## src/rtl/pkt_pkg.sv

```systemverilog
// Shared types and constants for the packet unframer.
// PACKET_UNFRAMER_CHECKSUM_EN adds the CHECK state for the trailing XOR byte.
package pkt_pkg;

  localparam int LEN_W           = 16;
  localparam int BYTE_W          = 8;
  localparam int DEFAULT_MAX_LEN = 1500;

  typedef enum logic [1:0] {
    HDR_HI  = 2'd0,
    HDR_LO  = 2'd1,
    PAYLOAD = 2'd2
`ifdef PACKET_UNFRAMER_CHECKSUM_EN
    , CHECK = 2'd3
`endif
  } unframe_state_t;

  function automatic logic len_legal(input logic [LEN_W-1:0] len,
                                     input logic [LEN_W-1:0] max_len);
    return (len != '0) && (len <= max_len);
  endfunction

endpackage

```

## src/rtl/unframer_skid_buf.sv

```systemverilog
// Two-entry read buffer between the packet FIFO and the unframer parser.
// Tracks occupancy plus the single read in flight and generates the FIFO read enable.
module unframer_skid_buf
  import pkt_pkg::*;
(
  input  logic              clk,
  input  logic              n_rst,
  input  logic              fifo_empty_i,
  input  logic [BYTE_W-1:0] fifo_rdata_i,
  input  logic              pop_i,
  output logic              fifo_ren_o,
  output logic [BYTE_W-1:0] head_o,
  output logic              nonempty_o
);

  logic [BYTE_W-1:0] ent0_q, ent0_d;
  logic [BYTE_W-1:0] ent1_q, ent1_d;
  logic [1:0]        occ_q, occ_d, occ_pop;
  logic              pend_q;
  logic [2:0]        fill;

  // Reads are issued against the occupancy left after this cycle's pop, so a
  // full buffer that is being drained keeps the FIFO streaming.
  always_comb begin
    occ_pop    = occ_q - {1'b0, pop_i};
    fill       = {1'b0, occ_pop} + {2'b00, pend_q};
    fifo_ren_o = n_rst && !fifo_empty_i && (fill < 3'd2);
    ent0_d     = pop_i ? ent1_q : ent0_q;
    ent1_d     = ent1_q;
    if (pend_q) begin
      if (occ_pop == 2'd0) begin
        ent0_d = fifo_rdata_i;
      end else begin
        ent1_d = fifo_rdata_i;
      end
    end
    occ_d = fill[1:0];
  end

  always_ff @(posedge clk or negedge n_rst) begin
    if (!n_rst) begin
      ent0_q <= '0;
      ent1_q <= '0;
      occ_q  <= '0;
      pend_q <= 1'b0;
    end else begin
      ent0_q <= ent0_d;
      ent1_q <= ent1_d;
      occ_q  <= occ_d;
      pend_q <= fifo_ren_o;
    end
  end

  assign head_o     = ent0_q;
  assign nonempty_o = (occ_q != 2'd0);

endmodule

```

## src/rtl/packet_unframer.sv

```systemverilog
// Strips the 2-byte big-endian length header from FIFO bytes and streams the payload.
// Define PACKET_UNFRAMER_CHECKSUM_EN to consume and verify a trailing XOR byte per packet.
module packet_unframer
  import pkt_pkg::*;
#(
  parameter int MAX_LEN = DEFAULT_MAX_LEN
) (
  input  logic              clk,
  input  logic              n_rst,
  input  logic              fifo_empty,
  input  logic [BYTE_W-1:0] fifo_rdata,
  output logic              fifo_ren,
  output logic [BYTE_W-1:0] out_data,
  output logic              out_valid,
  input  logic              out_ready,
  output logic              out_sop,
  output logic              out_eop,
  output logic              len_err,
  output logic              chk_err,
  output logic              busy
);

  localparam logic [LEN_W-1:0] MAX_LEN_C = LEN_W'(MAX_LEN);
  localparam logic [LEN_W-1:0] ONE       = LEN_W'(1);

  unframe_state_t    state_q;
  logic [LEN_W-1:0]  len_q, rem_q, len_d;
  logic              len_err_q;
  logic              pop, xfer, buf_nonempty;
  logic [BYTE_W-1:0] head;

  unframer_skid_buf u_buf (
    .clk          (clk),
    .n_rst        (n_rst),
    .fifo_empty_i (fifo_empty),
    .fifo_rdata_i (fifo_rdata),
    .pop_i        (pop),
    .fifo_ren_o   (fifo_ren),
    .head_o       (head),
    .nonempty_o   (buf_nonempty)
  );

  // Header and checksum bytes drain one per cycle; payload waits on the consumer.
  always_comb begin
    xfer  = (state_q == PAYLOAD) && buf_nonempty && out_ready;
    pop   = (state_q == PAYLOAD) ? xfer : buf_nonempty;
    len_d = {len_q[LEN_W-1:BYTE_W], head};
  end

  assign out_valid = (state_q == PAYLOAD) && buf_nonempty;
  assign out_data  = head;
  assign out_sop   = out_valid && (rem_q == len_q);
  assign out_eop   = out_valid && (rem_q == ONE);
  assign len_err   = len_err_q;
  assign busy      = (state_q != HDR_HI) || buf_nonempty;

`ifdef PACKET_UNFRAMER_CHECKSUM_EN
  logic [BYTE_W-1:0] csum_q;
  logic              chk_err_q;
  assign chk_err = chk_err_q;
`else
  assign chk_err = 1'b0;
`endif

  always_ff @(posedge clk or negedge n_rst) begin
    if (!n_rst) begin
      state_q   <= HDR_HI;
      len_q     <= '0;
      rem_q     <= '0;
      len_err_q <= 1'b0;
`ifdef PACKET_UNFRAMER_CHECKSUM_EN
      csum_q    <= '0;
      chk_err_q <= 1'b0;
`endif
    end else begin
      len_err_q <= 1'b0;
`ifdef PACKET_UNFRAMER_CHECKSUM_EN
      chk_err_q <= 1'b0;
`endif
      case (state_q)
        HDR_HI: begin
          if (pop) begin
            len_q[LEN_W-1:BYTE_W] <= head;
            state_q               <= HDR_LO;
          end
        end
        HDR_LO: begin
          if (pop) begin
            len_q <= len_d;
            if (len_legal(len_d, MAX_LEN_C)) begin
              rem_q   <= len_d;
              state_q <= PAYLOAD;
            end else begin
              // Both header bytes are dropped; the next byte starts a new header.
              len_err_q <= 1'b1;
              state_q   <= HDR_HI;
            end
          end
        end
        PAYLOAD: begin
          if (xfer) begin
            rem_q <= rem_q - ONE;
`ifdef PACKET_UNFRAMER_CHECKSUM_EN
            csum_q <= out_sop ? head : (csum_q ^ head);
            if (out_eop) state_q <= CHECK;
`else
            if (out_eop) state_q <= HDR_HI;
`endif
          end
        end
`ifdef PACKET_UNFRAMER_CHECKSUM_EN
        CHECK: begin
          if (pop) begin
            chk_err_q <= (head != csum_q);
            state_q   <= HDR_HI;
          end
        end
`endif
        default: state_q <= HDR_HI;
      endcase
    end
  end

endmodule
```

## config.mk

```make
export PLATFORM = sky130hd
export DESIGN_NAME = packet_unframer
export DESIGN_NICKNAME = d
export VERILOG_FILES = /design/src/rtl/pkt_pkg.sv /design/src/rtl/unframer_skid_buf.sv /design/src/rtl/packet_unframer.sv
export SDC_FILE = /design/constraint.sdc
export NUM_CORES = 1
export LEC_CHECK = 0
export CAP_MARGIN = 20
export CORE_MARGIN = 5
export CORE_UTILIZATION = 57
export CTS_CLUSTER_SIZE = 10
export DETAILED_ROUTE_END_ITERATION = 10
export PLACE_DENSITY = 0.79
export SYNTH_ARGS = -nofsm -noshare
export SYNTH_HDL_FRONTEND = slang
export SYNTH_SLANG_ARGS = --single-unit
```

## constraint.sdc

```tcl
create_clock -name clk -period 3.9 [get_ports clk]
set_input_delay 0.975 -clock clk [delete_from_list [all_inputs] [get_ports clk]]
set_output_delay 0.975 -clock clk [all_outputs]
set_load 0.02 [all_outputs]
```

### After elaboration in Yosys (flattened, before gate mapping)

Cells that the tools add are included.

| word-level totals | value |
|---|---|
| input port bits | 12 |
| register bits after elaboration | 54 |

| operators by class | value |
|---|---|
| add/sub/neg operators | 3 |
| reduce and logical (&&, ||, !) cells | 20 |
| $lt $le $gt $ge | 2 |
| muxes and demuxes | 19 |
| bitwise operators | 2 |
| eq/ne operators | 9 |

Operators by type and width:

| operator | count |
|---|---|
| 2-to-1 mux 16 bit | 3 |
| 2-to-1 mux 8 bit | 4 |
| case mux 16 bit (2 select lines) | 1 |
| == test 16 x 1 -> 1 bit, second input constant | 1 |
| == test 16 bit | 1 |
| less-or-equal comparator 16 x 11 -> 1 bit, second input constant | 1 |
| case mux 8 bit (2 select lines) | 1 |
| nonzero test 16 bit | 1 |
| subtractor 16 x 1 -> 16 bit, second input constant | 1 |
| 2-to-1 mux 2 bit | 5 |
| AND reduction 4 bit | 2 |
| logical AND 1 bit | 7 |
| != test 2 bit, second input constant | 3 |
| case mux 2 bit (3 select lines) | 1 |
| nonzero test 2 bit | 3 |
| zero test 2 bit | 2 |
| 2-to-1 mux 1 bit | 4 |
| != test 2 x 1 -> 1 bit, second input constant | 2 |
| AND reduction 2 bit | 2 |
| adder 2 x 1 -> 3 bit | 1 |
| < comparator 3 x 2 -> 1 bit, second input constant | 1 |
| AND reduction 3 bit | 1 |
| == test 2 x 1 -> 1 bit, second input constant | 1 |
| == test 2 bit, second input constant | 1 |
| other kinds (4) | 5 |

### Logic depth before layout (Yosys ltp)

Gate-level depths: netlist of run 1.

| depth | value |
|---|---|
| word-level depth | 8 |
| mapped depth | 12 |
| gate-level depth less buffers | 10 |

### By module

From an unflattened synthesis of run 1, not the netlist that was laid out.

| second synthesis, totals | value |
|---|---|
| cell total of the unflattened synthesis | 285 |
| area, all modules | 3060.4 µm² |

By module, submodules not included:

| module | area an instance (µm²) | instances | cells each | sequential area each (µm²) |
|---|---|---|---|---|
| packet_unframer | 2229.6 | 1 | 220 | 875.8 |
| unframer_skid_buf | 830.8 | 1 | 65 | 475.5 |

### Worst setup path before layout of run 1

Ideal clock, no wire load.

| path | value |
|---|---|
| kind | input to output |
| start | in out_ready |
| end | out fifo_ren |
| slack | 379 ps |
| stages | 10 |
| data arrival time | 2546 ps |
| required time | 2925 ps |
| cell sequence | o21ai_2 -> inv_1 -> buf_2 -> ha_1 -> inv_1 -> ha_1 -> inv_1 -> ha_1 -> nand2_1 -> nor2_1 |

| between the ends | value |
|---|---|
| longest elaborated chain between the ends | 6 |

Ends and longest elaborated chain:

| item | line | text |
|---|---|---|
| start, declared | packet_unframer.sv:15 | `input logic out_ready,` |
| logical AND 1 bit | packet_unframer.sv:45 | `xfer = (state_q == PAYLOAD) && buf_nonempty && out_ready;` |
| 2-to-1 mux 1 bit | packet_unframer.sv:46 | `pop = (state_q == PAYLOAD) ? xfer : buf_nonempty;` |
| subtractor 2 x 1 -> 2 bit | unframer_skid_buf.sv:25 | `occ_pop = occ_q - {1'b0, pop_i};` |
| adder 2 x 1 -> 3 bit | unframer_skid_buf.sv:26 | `fill = {1'b0, occ_pop} + {2'b00, pend_q};` |
| < comparator 3 x 2 -> 1 bit | unframer_skid_buf.sv:27 | `fifo_ren_o = n_rst && !fifo_empty_i && (fill < 3'd2);` |
| logical AND 1 bit | unframer_skid_buf.sv:27 |  |
| end, declared | packet_unframer.sv:12 | `output logic fifo_ren,` |

Every way passes these cells.

### Worst setup path after layout of run 1

Ends and elaborated chain as after synthesis.

==> insert_results.sql, run 1 <==
INSERT INTO impl_metrics (metric_group, metric, value, unit) VALUES
('logic_synthesis', 'synth_seq_area_share', '45.72', '%'),
('clock_network', 'root_buffer', 'sky130_fd_sc_hd__clkbuf_8', ''),
('routing', 'drt_iter0_drc', '273', ''),
('critical_path', 'worstSetupEndpointType', 'primary output', ''),
('logic_synthesis', 'post_synthesis_area_per_instance', '10.44', 'um2'),
('sta', 'layout_min_cycle_time', '3.688', 'ns'),
('clock_network', 'cts-htree-levels', '2', ''),
('critical_path', 'setup.reg_to_reg.worst_slack', '1.41', 'ns'),
('clock_network', 'cts-hold-fix-buffers', '0', ''),
('cells_and_area', 'final_util', '66.79', '%'),
('grt', 'global_route_wire_length_before_repair', '11.34', 'mm'),
('grt', 'grt_util_all_layers', '22.13', '%'),
('logic_synthesis', 'synth-compound-area-share', '13.55', '%'),
('clock_network', 'number_of_buffers_inserted_to_repair_setup_after_cts', '0', ''),
('grt', 'number_of_antenna_violations_at_the_first_check_in_global_routing', '0', ''),
('critical_path', 'worstPathRequired', '2.92', 'ns'),
('critical_path', 'crit_path_end', 'fifo_ren', ''),
('routing', 'wl', '6.516', 'mm'),
('logic_synthesis', 'post_synth_mux_area_share', '9.822', '%'),
('logic_synthesis', 'ys_ff_latch', '54', ''),
('cells_and_area', 'final_layout_size_suffix_gt1_share', '17.89', '%'),
('routing', 'routed-wl-met3', '417', 'um'),
('critical_path', 'timing.rr.end', 'rem_q[9]', ''),
('grt', 'grt_max_degree', '55', ''),
('clock_network', 'worst_setup_hold_path_clk_slew', '0.09', 'ns'),
('sta', 'postLayoutSetupSlackWorst', '0.2119', 'ns'),
('pwr', 'total_leakage_power', '1.438', 'nW'),
('logic_synthesis', 'post_synth_inst_count', '283', ''),
('logic_synthesis', 'mappedNetlistArea', '2955', 'um2'),
('logic_synthesis', 'ys_dominant_reg_cell', 'sky130_fd_sc_hd__dfrtp_1', ''),
('critical_path', 'path_max_fanout', '2', ''),
('die', 'core_area', '5075', 'um2'),
('sta', 'fmax', '271.1', 'MHz'),
('critical_path', 'cp-startpoint', 'out_ready', ''),
('cells_and_area', 'fin_nets', '329', ''),
('sta', 'timing.final.max_slew_violations', '0', ''),
('job', 'cap_viol_max_count', '0', ''),
('sta', 'hold_violations', '0', ''),
('cells_and_area', 'diodes', '0', ''),
('critical_path', 'reg2reg_from', 'len_q[10]', ''),
('status', 'run_status', 'completed', ''),
('sta', 'setup_viol', '0', ''),
('place', 'dp.final_hpwl', '4.729', 'mm'),
('pwr', 'vdd_drop_max', '0.0004288', 'V'),
('sta', 'tightest_slew', '0.6955', 'ns'),
('die', 'io-pin-count', '27', ''),
('logic_synthesis', 'post_synth_fa_ha_maj_area_fraction', '2.117', '%'),
('logic_synthesis', 'synth_fp_nets', '300', ''),
('logic_synthesis', 'synth_xor_xnor_area_share', '5.334', '%'),
('cells_and_area', 'number_of_filler_cells_placed_in_the_layout', '405', ''),
('grt', 'grt_overflow', '0', ''),
('routing', 'topRoutingLayerUsed', 'met4', ''),
('grt', 'first_global_vias', '2301', ''),
('logic_synthesis', 'synth-edff-count', '0', ''),
('die', 'dieWidth', '82.01', 'um'),
('logic_synthesis', 'netlist-cell-type-count', '58', ''),
('routing', 'wl_met1', '2.896', 'mm'),
('routing', 'final_antenna_net_count', '0', ''),
('sta', 'layout_worst_path_cycle_share', '94.57', '%'),
('sta', 'grt_setup_unrepaired', 'false', ''),
('die', 'fp.dieH', '82.01', 'um'),
('critical_path', 'critical_path_class', 'in -> out', ''),
('hold_path', 'hold_path_class', 'reg -> reg', ''),
('sta', 'clock-skew-final', '0.01139', 'ns'),
('critical_path', 'worst-endpoint-arrival', '2.71', 'ns'),
('clock_network', 'cts_buffer_depth', '2', ''),
('clock_network', 'numCtsBuffers', '5', ''),
('routing', 'routed_via_density', '6.057', ''),
('cells_and_area', 'area_delta_synth_final', '14.69', '%'),
('die', 'die_area', '6725', 'um2'),
('routing', 'vias', '2320', '');
==> power breakdown <==
group | switching (mW) | internal (mW)
Sequential | 0.213 | 0.703
Combinational | 0.402 | 0.377
Clock | 0.173 | 0.192
==> flip-flops by register name, summed over array words and instances (netlist names) <==
signal	count
len_err	1
len_q	16
rem_q	16
state_q	2
u_buf.ent1_q	8
u_buf.head_o	8
u_buf.occ_q	2
u_buf.pend_q	1
==> cell type report <==
cell class                      count  area, um2  area share [%]
Clock buffer                        7      76.32           2.252
Clock inverter                      1      30.03          0.8859
Inverter                            8      30.03          0.8859
Multi-Input combinational cell    209       1506           44.44
Sequential cell                    54       1351           39.87
Tap cell                           70      87.58           2.584
Timing Repair Buffer               34      307.8           9.081
==> stage by stage <==
step	std cells	TNS [ns]	power [mW]	cell area [um2]	hold WS (ns)
floorplan	283	0	1.409	2955	0.4489
global placement	375	-0.1881	1.682	3288	0.4700
detailed placement	375	-0.2401	1.700	3288	0.4861
CTS	383	0	2.067	3393	0.4907
global route	383	0	2.222	3390	0.5346
finish	383	0	2.060	3390	0.4891
==> worst max-delay path, cell delays in order <==
cell                              delay (ns)
sky130_fd_sc_hd__clkdlybuf4s50_1        0.44
sky130_fd_sc_hd__o21ai_2                0.17
sky130_fd_sc_hd__inv_1                  0.08
sky130_fd_sc_hd__ha_1                   0.30
sky130_fd_sc_hd__inv_1                  0.05
sky130_fd_sc_hd__ha_1                   0.17
sky130_fd_sc_hd__inv_1                  0.05
sky130_fd_sc_hd__ha_1                   0.13
sky130_fd_sc_hd__nand2_1                0.06
sky130_fd_sc_hd__nor2_1                 0.11
sky130_fd_sc_hd__clkbuf_2               0.18
==> worst min path at each step <==
stage / cells after the start / end / startpoint / slack, ns
after floorplan: 1 / state_q[0] / state_q[1] / 0.45
after global placement: 1 / state_q[0] / state_q[1] / 0.47
after detailed placement: 1 / state_q[0] / state_q[1] / 0.49
after CTS: 1 / state_q[0] / state_q[1] / 0.49
after global routing: 1 / u_buf.ent1_q[6] / u_buf.ent1_q[6] / 0.53
final: 1 / state_q[0] / state_q[1] / 0.49
==> per-layer routing <==
metal / vias to the layer above / GRT usage [%]
met3: 15 / 3.399
met4: 0 / 9.302
met1: 1129 / 30.91
met2: 81 / 34.25
li1: 1095 / -
met5: - / 0
==> cells in the mapped netlist (2+ instances only) <==
cell type,n,area (um2)
sky130_fd_sc_hd__nor4_1,9,56.30
sky130_fd_sc_hd__nand2_1,26,97.59
sky130_fd_sc_hd__nand4_1,8,50.05
sky130_fd_sc_hd__mux2_2,24,270.3
sky130_fd_sc_hd__buf_2,3,15.01
sky130_fd_sc_hd__mux2i_1,2,20.02
sky130_fd_sc_hd__nor3_1,2,10.01
sky130_fd_sc_hd__xnor2_1,14,122.6
sky130_fd_sc_hd__nor2_1,24,90.09
sky130_fd_sc_hd__o311a_1,2,20.02
sky130_fd_sc_hd__xor2_1,4,35.03
sky130_fd_sc_hd__ha_1,5,62.56
sky130_fd_sc_hd__or4_1,2,15.01
sky130_fd_sc_hd__or2_1,2,12.51
sky130_fd_sc_hd__o21ai_0,8,40.04
sky130_fd_sc_hd__a31o_2,2,17.52
sky130_fd_sc_hd__a31oi_1,12,75.07
sky130_fd_sc_hd__buf_6,2,22.52
sky130_fd_sc_hd__inv_1,8,30.03
sky130_fd_sc_hd__nor3_4,2,32.53
sky130_fd_sc_hd__nand2b_1,3,18.77
sky130_fd_sc_hd__a21oi_1,12,60.06
sky130_fd_sc_hd__o221ai_1,3,26.28
sky130_fd_sc_hd__nand3_1,9,45.04
sky130_fd_sc_hd__a21o_1,3,22.52
sky130_fd_sc_hd__dfrtp_1,54,1351
sky130_fd_sc_hd__clkbuf_1,6,22.52
sky130_fd_sc_hd__nor2_4,2,22.52
==> what timing repair did <==
item,in CTS,in global routing
gates resized for setup,1,2
endpoints found under the setup margin,1,1
endpoints found under the hold margin,0,0
==> cell families (layout without fill, tap and decap cells) <==
kind of cell             Yosys count  after routing
AO/OA/AOI/OAI                     57             57
flip-flops                        54             54
multiplexers                      26             26
other                              1              1
adder cells (fa/ha/maj)            5              5
AND/OR/NAND/NOR                  102            102
buffers and inverters             20             50
XOR/XNOR                          18             18
==> cell usage in the layout, fill, tap and decap left out, types with 12 or more instances in the layout <==
master | synthesis | layout
sky130_fd_sc_hd__mux2_2 | 24 | 24
sky130_fd_sc_hd__a21oi_1 | 12 | 12
sky130_fd_sc_hd__nand2_1 | 26 | 26
sky130_fd_sc_hd__nor2_1 | 24 | 24
sky130_fd_sc_hd__xnor2_1 | 14 | 14
sky130_fd_sc_hd__a31oi_1 | 12 | 12
sky130_fd_sc_hd__dfrtp_1 | 54 | 54
sky130_fd_sc_hd__clkdlybuf4s50_1 | 0 | 23
Power figures use the tool's default switching activity.
==> run 2, diff against run 1 <==
ABC_AREA = 1   (was not set)
CORE_UTILIZATION = 58   (was 57)
PLACE_DENSITY = 0.8   (was 0.79)
==> run 2 against run 1 <==
Non-clock buffer count down 2. Sequential share of layout area down 1.6 points. Maximum frequency up 1.9%. Area after synthesis up 6.1%. Register-to-register slack better by 0.37 ns. Clock skew down 0.0074 ns. Cell count up 38%. Global-route usage up 0.68 points. Sequential cell count unchanged. Clock power down 11%. Die area up 3.7%. Critical endpoint unchanged.
==> insert_results.sql, run 2 <==
INSERT INTO impl_metrics (metric_group, metric, value, unit) VALUES
('clock_network', 'number_of_buffers_inserted_to_repair_setup_after_cts', '0', ''),
('logic_synthesis', 'post_synth_inst_count', '432', ''),
('sta', 'layout_min_cycle_time', '3.618', 'ns'),
('routing', 'route.detailed.drc', '0', ''),
('grt', 'number_of_antenna_violations_at_the_first_check_in_global_routing', '0', ''),
('logic_synthesis', 'synth_fp_nets', '449', ''),
('place', 'postPlaceCellArea', '3448', 'um2'),
('clock_network', 'cts-htree-levels', '2', ''),
('critical_path', 'worstSetupEndpointType', 'primary output', ''),
('sta', 'setup_viol', '0', ''),
('die', 'dieWidth', '83.53', 'um'),
('logic_synthesis', 'synth_most_common_cell', 'sky130_fd_sc_hd__nand2_1', ''),
('grt', 'grt_overflow', '0', ''),
('critical_path', 'critical_path.slowest_cell', 'sky130_fd_sc_hd__clkdlybuf4s50_1', ''),
('critical_path', 'cell_by_cell_trace_of_the_critical_path', 'clkdlybuf4s50_1, inv_1, nand2_1, nand2_4, inv_2, ha_1, inv_1, ha_1, inv_1, ha_1, nand2_1, nor2_1, clkbuf_2', ''),
('place', 'buffer_ports.inserted', '25', ''),
('sta', 'timing.final.max_slew_violations', '0', ''),
('routing', 'drt_pass1_iterations', '4', ''),
('critical_path', 'critical_path.startpoint_type', 'input pin', ''),
('sta', 'grt_setup_unrepaired', 'false', ''),
('status', 'run_status', 'completed', ''),
('routing', 'final_antenna_net_count', '0', ''),
('place', 'dp.final_hpwl', '5.549', 'mm'),
('pwr', 'power.net_switching', '1.529', 'mW'),
('die', 'rows', '26', ''),
('critical_path', 'cpLargestDelayFamily', 'buffers and inverters', ''),
('pwr', 'power.share.clock', '10.5', '%'),
('logic_synthesis', 'post_synthesis_area_per_instance', '7.258', 'um2'),
('job', 'cap_viol_max_count', '0', ''),
('pwr', 'share_comb_of_total_power', '54.5', '%'),
('clock_network', 'cts_tree', 'done', ''),
('die', 'die_area', '6976', 'um2'),
('pwr', 'design_power_total', '3.105', 'mW'),
('sta', 'clock-skew-final', '0.004026', 'ns'),
('cells_and_area', 'area_delta_synth_final', '12.73', '%'),
('place', 'routabilityCongestion', '0.9229', ''),
('logic_synthesis', 'ys_dominant_reg_cell', 'sky130_fd_sc_hd__dfrtp_1', ''),
('die', 'floorplan.initialDensity', '60.62', '%'),
('clock_network', 'root_buffer', 'sky130_fd_sc_hd__clkbuf_8', ''),
('critical_path', 'critPathMaxStageDelay', '0.40', 'ns'),
('critical_path', 'worst-endpoint-arrival', '2.64', 'ns'),
('die', 'fp.dieH', '83.53', 'um'),
('routing', 'routed_via_density', '5.430', ''),
('pwr', 'total_leakage_power', '1.776', 'nW'),
('logic_synthesis', 'ranking_of_synthesized_cells_by_instance_count', '133 x sky130_fd_sc_hd__nand2_1, 55 x sky130_fd_sc_hd__inv_1, 54 x sky130_fd_sc_hd__dfrtp_1', ''),
('pwr', 'power.density_cell_area', '878.5', 'nW/um2'),
('die', 'core_area', '5172', 'um2'),
('clock_network', 'clock-sinks', '54', ''),
('routing', 'wl', '7.475', 'mm'),
('clock_network', 'cts-hold-fix-buffers', '0', ''),
('routing', 'vias', '2878', ''),
('pwr', 'vdd_drop_max', '0.0006385', 'V'),
('critical_path', 'worst-path-buf-inv', '6', ''),
('cells_and_area', 'layout_top_registers', 'len_q (16), rem_q (16)', ''),
('pwr', 'sequentialPowerShare', '35.0', '%'),
('clock_network', 'cts_buffer_depth', '2', ''),
('pwr', 'internal_power', '1.576', 'mW'),
('logic_synthesis', 'postSynth.asyncResetShare', '100.0', '%'),
('clock_network', 'worst_setup_hold_path_clk_slew', '0.09', 'ns'),
('sta', 'fmax', '276.4', 'MHz'),
('critical_path', 'path_max_fanout', '2', ''),
('clock_network', 'numCtsBuffers', '5', ''),
('sta', 'timing.max_slew.rel_slack', '55.44', '%'),
('cells_and_area', 'diodes', '0', ''),
('logic_synthesis', 'yosysTopAreaCellShare', '43.10', '%'),
('grt', 'grt_util_all_layers', '22.81', '%'),
('cells_and_area', 'fin_nets', '476', ''),
('grt', 'first_global_vias', '2934', ''),
('logic_synthesis', 'synth.yosys.warnings', '0', ''),
('cells_and_area', 'final_util', '68.34', '%'),
('logic_synthesis', 'synth-edff-count', '0', ''),
('grt', 'grt_max_degree', '55', ''),
('routing', 'drt_iter0_drc', '276', ''),
('pwr', 'switching_share', '49.23', '%'),
('hold_path', 'hold_path_class', 'reg -> reg', ''),
('logic_synthesis', 'ranking_of_synthesized_cells_by_area', 'sky130_fd_sc_hd__dfrtp_1 43%, sky130_fd_sc_hd__nand2_1 16%, sky130_fd_sc_hd__o21ai_0 6.7%', ''),
('sta', 'tightest_slew', '0.6684', 'ns'),
('grt', 'global_route_wire_length_before_repair', '13.24', 'mm'),
('sta', 'layout_worst_path_cycle_share', '92.76', '%'),
('clock_network', 'clock_insertion_delay_worst_skew', '0.31', 'ns'),
('cells_and_area', 'final_layout_size_suffix_gt1_share', '6.522', '%'),
('cells_and_area', 'final_common_cell', 'sky130_fd_sc_hd__nand2_1', ''),
('logic_synthesis', 'netlist-cell-type-count', '31', ''),
('logic_synthesis', 'synth_seq_area_share', '43.10', '%'),
('sta', 'hold_violations', '0', ''),
('die', 'io-pin-count', '27', ''),
('logic_synthesis', 'synth_largest_area_cell', 'sky130_fd_sc_hd__dfrtp_1', ''),
('critical_path', 'worstPathRequired', '2.92', 'ns'),
('routing', 'wl_per_cell', '14.10', 'um'),
('logic_synthesis', 'ys_ff_latch', '54', ''),
('critical_path', 'critical_path_class', 'in -> out', ''),
('cells_and_area', 'finished_layout_cell_area', '3535', 'um2'),
('logic_synthesis', 'mappedNetlistArea', '3136', 'um2'),
('sta', 'fin_worst_hold_slack', '0.4979', 'ns'),
('cells_and_area', 'most_used_cells_in_the_layout_excluding_fill_and_tap_cells', '133 x sky130_fd_sc_hd__nand2_1, 55 x sky130_fd_sc_hd__inv_1, 54 x sky130_fd_sc_hd__dfrtp_1', '');
-- run 2: cell count changes in the layout (fill, tap and decap cells not counted), sizes merged, moves of 5 or more --
cell	previous run	this run
nor4	10	1
a21oi	12	4
nor2	26	38
o22ai	1	6
o21ai	9	49
nand3	10	39
inv	8	58
a31oi	12	0
xnor2	14	2
mux2	24	0
nand2	26	137
-- run 2: layout make-up --
class	count	area, um2
clock buffers	7	86.33
clock inverters	1	5.005
fillers	452	1638
inverters	58	217.7
multi-input cells	308	1494
flip-flops and latches	54	1351
well taps	70	87.58
repair buffers	32	292.8
-- run 2: timing repair --
item / CTS / global route
cloned: 0 / 0
endpoints found under the setup margin: 1 / 1
resized for setup: 1 / 2
-- run 2: power groups by stage --
stage	registers [mW]	logic (mW)	clock network, mW
after floorplan	1.07	1.20	0
after global placement	1.08	1.65	0
after detailed placement	1.09	1.68	0
after CTS	1.08	1.69	0.332
after global routing	1.12	1.93	0.362
final	1.09	1.69	0.325
-- run 2: final timing paths --
check | endpoint | cells past startpoint | slack (ns) | start
max | fifo_ren | 13 | 0.28 | out_ready
min | u_buf.ent1_q[6] | 2 | 0.50 | u_buf.ent1_q[6]
max reg2reg | u_buf.head_o[1] | 11 | 1.78 | state_q[1]
min reg2reg | u_buf.ent1_q[6] | 2 | 0.50 | u_buf.ent1_q[6]
max in group asynchronous | len_q[7] | 2 | 2.61 | n_rst
min in group asynchronous | rem_q[13] | 2 | 0.85 | n_rst
-- run 2: cell families after synthesis --
| kind of cell | Yosys count | synth area share (%) |
|---|---|---|
| buffers and inverters | 70 | 9.258 |
| AND/OR/NAND/NOR | 225 | 31.13 |
| XOR/XNOR | 7 | 1.955 |
| other | 1 | 0.1196 |
| AO/OA/AOI/OAI | 70 | 12.45 |
| flip-flops | 54 | 43.10 |
| adder cells (fa/ha/maj) | 5 | 1.995 |
-- run 2: metal layers --
layer  up-vias  routed length, um  share of wire (%)  global-route usage, %
li1       1445                  -                  -                      -
met1      1332               3279                 44                  28.34
met2        84               3645                 49                  39.94
met3        17                385                5.2                  3.455
met4         0                165                2.2                  8.626
met5         -                  0                  0                      0
-- run 2: through the flow --
stage	std cells	TNS [ns]	setup WS (ns)
after global placement	522	-0.1358	-0.1358
after floorplan	432	0	0.4346
after detailed placement	522	-0.1557	-0.1557
after global routing	530	0	0.08921
final	530	0	0.2823
after CTS	530	0	0.1102
-- run 2: worst min-delay path: stages, from the launching register on --
cell and delay [ns]:
sky130_fd_sc_hd__dfrtp_1 0.36, sky130_fd_sc_hd__nand2_1 0.05, sky130_fd_sc_hd__o21ai_0 0.06
